`config.mk`:
```
export PLATFORM = sky130hd
export DESIGN_NAME = shift_right_sticky_pipe
export DESIGN_NICKNAME = d
export VERILOG_FILES = /design/src/rtl/shift_right_sticky_pipe.sv
export SDC_FILE = /design/constraint.sdc
export NUM_CORES = 1
export LEC_CHECK = 0
export CAP_MARGIN = 40
export CORE_MARGIN = 2
export CORE_UTILIZATION = 25
export CTS_CLUSTER_DIAMETER = 80
export DETAILED_ROUTE_END_ITERATION = 8
export GPL_ROUTABILITY_DRIVEN = 0
export GPL_TIMING_DRIVEN = 0
export MAX_ROUTING_LAYER = met4
export PLACE_DENSITY = 0.47
export SYNTH_ARGS = -nofsm -noshare
export SYNTH_HDL_FRONTEND = slang
export SYNTH_SLANG_ARGS = --single-unit
export TNS_END_PERCENT = 50
```
`constraint.sdc`:
```
create_clock -name clock -period 2.7 [get_ports clock]
set_input_delay 0.405 -clock clock [delete_from_list [all_inputs] [get_ports clock]]
set_output_delay 0.405 -clock clock [all_outputs]
set_load 0.01 [all_outputs]
```
`src/rtl/shift_right_sticky_pipe.sv`:
```
// shift_right_sticky_pipe: pipelined right shifter with sticky OR/AND of shifted-out bits.
// Ports: clock/reset (async, active-high); inValid/inReady/in/shift/arith input handshake;
// outValid/outReady/out/sticky/stickyAnd result handshake.
// Macro SHIFT_RIGHT_STICKY_PIPE_ARITH_EN enables arithmetic (sign-fill) mode.
module shift_right_sticky_pipe #(
  parameter int IN_WIDTH    = 6,
  parameter int OUT_WIDTH   = 6,
  parameter int SHIFT_WIDTH = $clog2(IN_WIDTH + 1),
  parameter int STAGES      = 2
) (
  input  logic                   clock,
  input  logic                   reset,
  input  logic                   inValid,
  output logic                   inReady,
  input  logic [IN_WIDTH-1:0]    in,
  input  logic [SHIFT_WIDTH-1:0] shift,
  input  logic                   arith,
  output logic                   outValid,
  input  logic                   outReady,
  output logic [OUT_WIDTH-1:0]   out,
  output logic                   sticky,
  output logic                   stickyAnd
);
  localparam logic [IN_WIDTH-1:0] ONES = '1;
  // om marks positions still holding original input bits, so shifted-in fill never
  // pollutes the sticky accumulators once the shift passes the operand width.
  typedef struct packed {
    logic [IN_WIDTH-1:0]    d;
    logic [IN_WIDTH-1:0]    om;
    logic [SHIFT_WIDTH-1:0] sh;
    logic                   st;
    logic                   sa;
    logic                   f;
  } stg_t;
  // Stage s applies shift bits [s*SW/STAGES, (s+1)*SW/STAGES).
  function automatic stg_t step(input stg_t x, input int s);
    stg_t y;
    logic [IN_WIDTH-1:0] m;
    y = x;
    for (int b = s * SHIFT_WIDTH / STAGES; b < (s + 1) * SHIFT_WIDTH / STAGES; b++)
      if (y.sh[b]) begin
        m = ~(ONES << (1 << b)) & y.om;
        y.st = y.st | (|(y.d & m));
        y.sa = y.sa & (&(y.d | ~m));
        y.d = y.d >> (1 << b);
`ifdef SHIFT_RIGHT_STICKY_PIPE_ARITH_EN
        y.d = y.d | (y.f ? ~(ONES >> (1 << b)) : '0);
`endif
        y.om = y.om >> (1 << b);
      end
    return y;
  endfunction
  logic [STAGES-1:0] v_q, v_d, ld;
  stg_t p_q [STAGES];
  stg_t p_d [STAGES];
  stg_t s0;
`ifndef SHIFT_RIGHT_STICKY_PIPE_ARITH_EN
  logic unused_arith;
  assign unused_arith = arith;
`endif
  always_comb begin
`ifdef SHIFT_RIGHT_STICKY_PIPE_ARITH_EN
    s0 = '{d: in, om: ONES, sh: shift, st: 1'b0, sa: 1'b1, f: arith & in[IN_WIDTH-1]};
`else
    s0 = '{d: in, om: ONES, sh: shift, st: 1'b0, sa: 1'b1, f: 1'b0};
`endif
    // A stage loads when the consumer takes the result or any stage from it onward is empty.
    for (int s = 0; s < STAGES; s++) ld[s] = outReady | ~&(v_q | STAGES'((1 << s) - 1));
    v_d[0] = ld[0] ? inValid : v_q[0];
    p_d[0] = ld[0] && inValid ? step(s0, 0) : p_q[0];
    for (int s = 1; s < STAGES; s++) begin
      v_d[s] = ld[s] ? v_q[s-1] : v_q[s];
      p_d[s] = ld[s] && v_q[s-1] ? step(p_q[s-1], s) : p_q[s];
    end
  end
  always_ff @(posedge clock or posedge reset)
    if (reset) begin
      v_q <= '0;
      p_q <= '{default: '0};
    end else begin
      v_q <= v_d;
      p_q <= p_d;
    end
  assign inReady   = ld[0];
  assign outValid  = v_q[STAGES-1];
  assign out       = OUT_WIDTH'({{OUT_WIDTH{p_q[STAGES-1].f}}, p_q[STAGES-1].d});
  assign sticky    = p_q[STAGES-1].st;
  assign stickyAnd = p_q[STAGES-1].sa;
endmodule

```
==> flow_summary.html <==
<table>
<tr><th>Metric</th><th>Value</th></tr>
<tr><th colspan="2">CTS</th></tr>
<tr><td>CTS Buffer Depth</td><td>2</td></tr>
<tr><td>Post-CTS Repair Setup Buffers</td><td>0</td></tr>
<tr><td>Number of buffers inserted during clock tree synthesis</td><td>3</td></tr>
<tr><td>CTS tree</td><td>built</td></tr>
<tr><td>Clock latency reported for the late side of the worst-skew pair</td><td>0.26 ns</td></tr>
<tr><td>Clock transition at the register clock pins on the worst setup and hold paths after CTS</td><td>0.08 ns</td></tr>
<tr><td>CTS sink cnt</td><td>22</td></tr>
<tr><td>CTS Root Buffer Type</td><td>clkbuf_8</td></tr>
<tr><td>Count of cells resized by post-cts repair</td><td>0</td></tr>
<tr><td>Cts-stage hold buffer count</td><td>0</td></tr>
<tr><td>Count of H-tree levels built during CTS</td><td>1</td></tr>
<tr><th colspan="2">Die</th></tr>
<tr><td>Starting density of the core</td><td>25.5%</td></tr>
<tr><td>Chip width</td><td>around 70 um</td></tr>
<tr><td>Placeable Area</td><td>4290 um2</td></tr>
<tr><td>Std cell rows</td><td>24</td></tr>
<tr><td>Die Area</td><td>between 4000 and 5000 um2</td></tr>
<tr><td>Count of pins on the block boundary</td><td>24</td></tr>
<tr><td>Height of the die</td><td>between 70 and 80 um</td></tr>
<tr><th colspan="2">Layout</th></tr>
<tr><td>Fill cells</td><td>between 400 and 500</td></tr>
<tr><td>Area Growth Syn to Fin</td><td>31.5%</td></tr>
<tr><td>Multi-input gate area</td><td>459 um2</td></tr>
<tr><td>Fraction of final layout cells sized beyond drive strength 1</td><td>14.2%</td></tr>
<tr><td>Final #Nets</td><td>156</td></tr>
<tr><td>Sequential cell area</td><td>roughly 550 um2</td></tr>
<tr><td>Final antenna diode count</td><td>0</td></tr>
<tr><th colspan="2">Logic synthesis</th></tr>
<tr><td>Post-synth EDFFs</td><td>0</td></tr>
<tr><td>Ys Warns</td><td>0</td></tr>
<tr><td>Predominant post-synthesis flop cell</td><td>dfrtp_1</td></tr>
<tr><td>Proportion of synthesized flip-flops having asynchronous set or reset</td><td>100%</td></tr>
<tr><td>Synth cell count leaders</td><td>nand2_1 (26), dfrtp_1 (22), o21ai_0 (15)</td></tr>
<tr><td>Number of instances in the synthesized netlist</td><td>115</td></tr>
<tr><td>FF+latch count, synth</td><td>22</td></tr>
<tr><td>Most area-consuming cells after synthesis</td><td>dfrtp_1 (50%), nand2_1 (8.9%), mux2i_1 (8.2%)</td></tr>
<tr><td>Sequential-to-total area share from yosys stat</td><td>50.2%</td></tr>
<tr><td>Mapped Nets</td><td>between 100 and 150</td></tr>
<tr><td>Cell accounting for the most synthesized area</td><td>dfrtp_1</td></tr>
<tr><td>Area of the mapped netlist</td><td>about 1100 um2</td></tr>
<tr><td>Average footprint of a synthesized cell</td><td>9.53 um2</td></tr>
<tr><td>Unique cell type count in the Yosys netlist</td><td>28</td></tr>
<tr><td>Most common cell in the synthesized netlist</td><td>nand2_1</td></tr>
<tr><td>Area share of the leading cell type in the synthesized netlist</td><td>50.2%</td></tr>
<tr><th colspan="2">Detailed routing</th></tr>
<tr><td>Per-cell routed wire length</td><td>~12 um</td></tr>
<tr><td>Via density per instance</td><td>4.54</td></tr>
<tr><td>Residual DRC</td><td>0</td></tr>
<tr><td>Routed WL</td><td>2.26 mm</td></tr>
<tr><td>Routed vias</td><td>877</td></tr>
<tr><td>Number of DRC markers after the initial detailed-route iteration</td><td>26</td></tr>
<tr><td>Pre-antenna DRT Iters</td><td>4</td></tr>
<tr><td>Post-DRT Antenna Nets</td><td>0</td></tr>
<tr><th colspan="2">Pwr</th></tr>
<tr><td>Pwr Density</td><td>619 nW/um2</td></tr>
<tr><td>Leak Pwr</td><td>0.640 nW</td></tr>
<tr><td>Int Power</td><td>0.000642 W</td></tr>
<tr><td>Switching pwr</td><td>0.000250 W</td></tr>
<tr><td>Combinational fraction of design power</td><td>roughly a quarter</td></tr>
<tr><td>Fraction of power consumed by sequential logic</td><td>between 40% and 50%</td></tr>
<tr><td>PnR Total Power</td><td>around 0.0009 W</td></tr>
<tr><td>Clock Power Share</td><td>26.3%</td></tr>
<tr><td>Maximum vdd drop</td><td>216 uV</td></tr>
<tr><td>Switching share of power</td><td>28.0%</td></tr>
<tr><th colspan="2">STA</th></tr>
<tr><td>Final hold violation count</td><td>0</td></tr>
<tr><td>Unrepaired setup endpoints after global routing</td><td>no</td></tr>
<tr><td>Final min period</td><td>1.98 ns</td></tr>
<tr><td>Slew at the pin closest to its max-slew limit</td><td>0.463 ns</td></tr>
<tr><td>Skew final</td><td>0.00518 ns</td></tr>
<tr><td>Tightest hold margin</td><td>around 0.44 ns</td></tr>
<tr><td>Final sum of negative setup slack</td><td>0 ns</td></tr>
<tr><td>Worst-case headroom to the max-slew limit</td><td>69.2%</td></tr>
<tr><td>Post-route fraction of the period consumed by the critical path</td><td>73.3%</td></tr>
<tr><td>Number of pins exceeding their max-slew limit in the final report</td><td>0</td></tr>
<tr><td>Peak clock frequency supported by timing</td><td>slightly above 500 MHz</td></tr>
<tr><td># setup viols final</td><td>0</td></tr>
<tr><th colspan="2">Worst setup path</th></tr>
<tr><td>Critical setup path kind</td><td>input port to output port</td></tr>
<tr><td>Arrival time worst endpoint</td><td>1.57 ns</td></tr>
<tr><td>Type of origin of the critical path</td><td>input port</td></tr>
<tr><td>Cell seen most often among critical-path stages</td><td>clkdlybuf4s50_1</td></tr>
<tr><td>Critical path fanouts, max</td><td>3</td></tr>
<tr><td>Required time at the endpoint of the critical path</td><td>2.30 ns</td></tr>
<tr><td>Slowest stage cell on the critical path</td><td>clkdlybuf4s50_1</td></tr>
<tr><td>Nature of the critical path endpoint</td><td>output port</td></tr>
<tr><td>Largest stage delay, worst path</td><td>0.55 ns</td></tr>
<tr><td>Cells traversed along the worst timing path</td><td>clkdlybuf4s50_1 -&gt; nand3b_1 -&gt; clkdlybuf4s50_1</td></tr>
<tr><th colspan="2">Job</th></tr>
<tr><td>Max-cap violations</td><td>0</td></tr>
<tr><th colspan="2">Run status</th></tr>
<tr><td>Result of the run</td><td>completed</td></tr>
<tr><th colspan="2">GRT</th></tr>
<tr><td>Total routing usage reported by global routing</td><td>10.4%</td></tr>
<tr><td>Initial antenna violation count</td><td>0</td></tr>
<tr><td>Grt ovf</td><td>0</td></tr>
<tr><td>First-pass GRT wire length</td><td>4.04 mm</td></tr>
<tr><td>Vias in the first global route</td><td>between 800 and 900</td></tr>
<tr><td>Largest net degree at the start of global routing</td><td>13</td></tr>
<tr><th colspan="2">Placed design</th></tr>
<tr><td>HPWL after detailed placement</td><td>between 1.5 and 2 mm</td></tr>
<tr><td>Port Buffer Count</td><td>21</td></tr>
<tr><th colspan="2">Worst hold path</th></tr>
<tr><td>Hold Crit Class</td><td>input port to asynchronous set/reset pin</td></tr>
</table>
layer usage:
layer,global-route usage [%],wire (um),part of all wire (%),vias up
li1,-,-,-,443
met1,13.1,1110,49,413
met2,16.9,1060,47,19
met3,1.30,60,2.7,2
met4,4.49,31,1.4,0
met5,-,0,0,-
sequential cells by signal, indices dropped and copies added, names as in the netlist:
signal and count:
p_q 12, v_q 2, sticky 1, stickyAnd 1
out 6
area by class of cell:
class / instances / share of cell area [%]
well taps: 52 / 4.51
flip-flops and latches: 22 / 38.2
repair buffers: 22 / 15.6
plain buffers: 11 / 5.21
inverters: 3 / 0.781
clock buffers: 4 / 3.82
multi-input cells: 79 / 31.9
stage by stage:
stage,util (%),cell area (um2),setup slack (ns),std cells
after floorplan,-,1100,1.32,115
after global placement,31.9,1370,0.719,188
after detailed placement,32.3,1390,0.720,189
after CTS,33.6,1440,0.708,193
after global routing,33.6,1440,0.667,193
final,33.6,1440,0.722,193
power groups by stage:
stage	logic [W]	registers (W)	clock network (W)
2_1_floorplan	0.000141	0.000421	0
3_3_place_gp	0.000234	0.000429	0
3_5_place_dp	0.000239	0.000431	0
4_1_cts	0.000239	0.000424	0.000245
5_1_grt	0.000262	0.000432	0.000261
6_report	0.000234	0.000424	0.000234
cell usage in the layout, fill, tap and decap left out, types with 2 or more instances in the layout:
master,n
a21oi_1,2
a31oi_1,3
buf_2,3
buf_4,6
clkbuf_8,4
clkdlybuf4s50_1,21
dfrtp_1,22
inv_1,3
mux2_2,2
mux2i_1,9
nand2_1,26
nand2b_1,3
nand3b_1,2
nor2_1,4
o21ai_0,15
critical path: cells and delay by family:
family / cells / cell delay [ns]
buf+inv: 2 / 1.02
simple gates: 1 / 0.15
kinds of logic (layout without fill, tap and decap cells):
group | after synthesis | in the layout | synth area share, %
and+or+nand+nor | 43 | 43 | 18.3
DFF | 22 | 22 | 50.2
muxes | 11 | 11 | 10.3
buffers and inverters | 14 | 40 | 7.88
AOI/OAI and AO/OA | 25 | 25 | 13.4
path summary, 6_finish.rpt:
kind	from	end	slack, ns	depth (start not counted)
worst max-delay path	outReady	inReady	0.72	3
worst min-delay path	reset	out[4]$_DFFE_PP0P_	0.44	2
worst max register to register	v_q[0]$_DFFE_PP0N_	p_q[23]$_DFFE_PP0P_	1.35	4
worst min register to register	out[4]$_DFFE_PP0P_	out[4]$_DFFE_PP0P_	0.48	2
max in group asynchronous	reset	p_q[28]$_DFFE_PP0P_	1.83	3
min in group clock	out[4]$_DFFE_PP0P_	out[4]$_DFFE_PP0P_	0.48	2
Note: power is estimated with default switching activity, not from simulation.
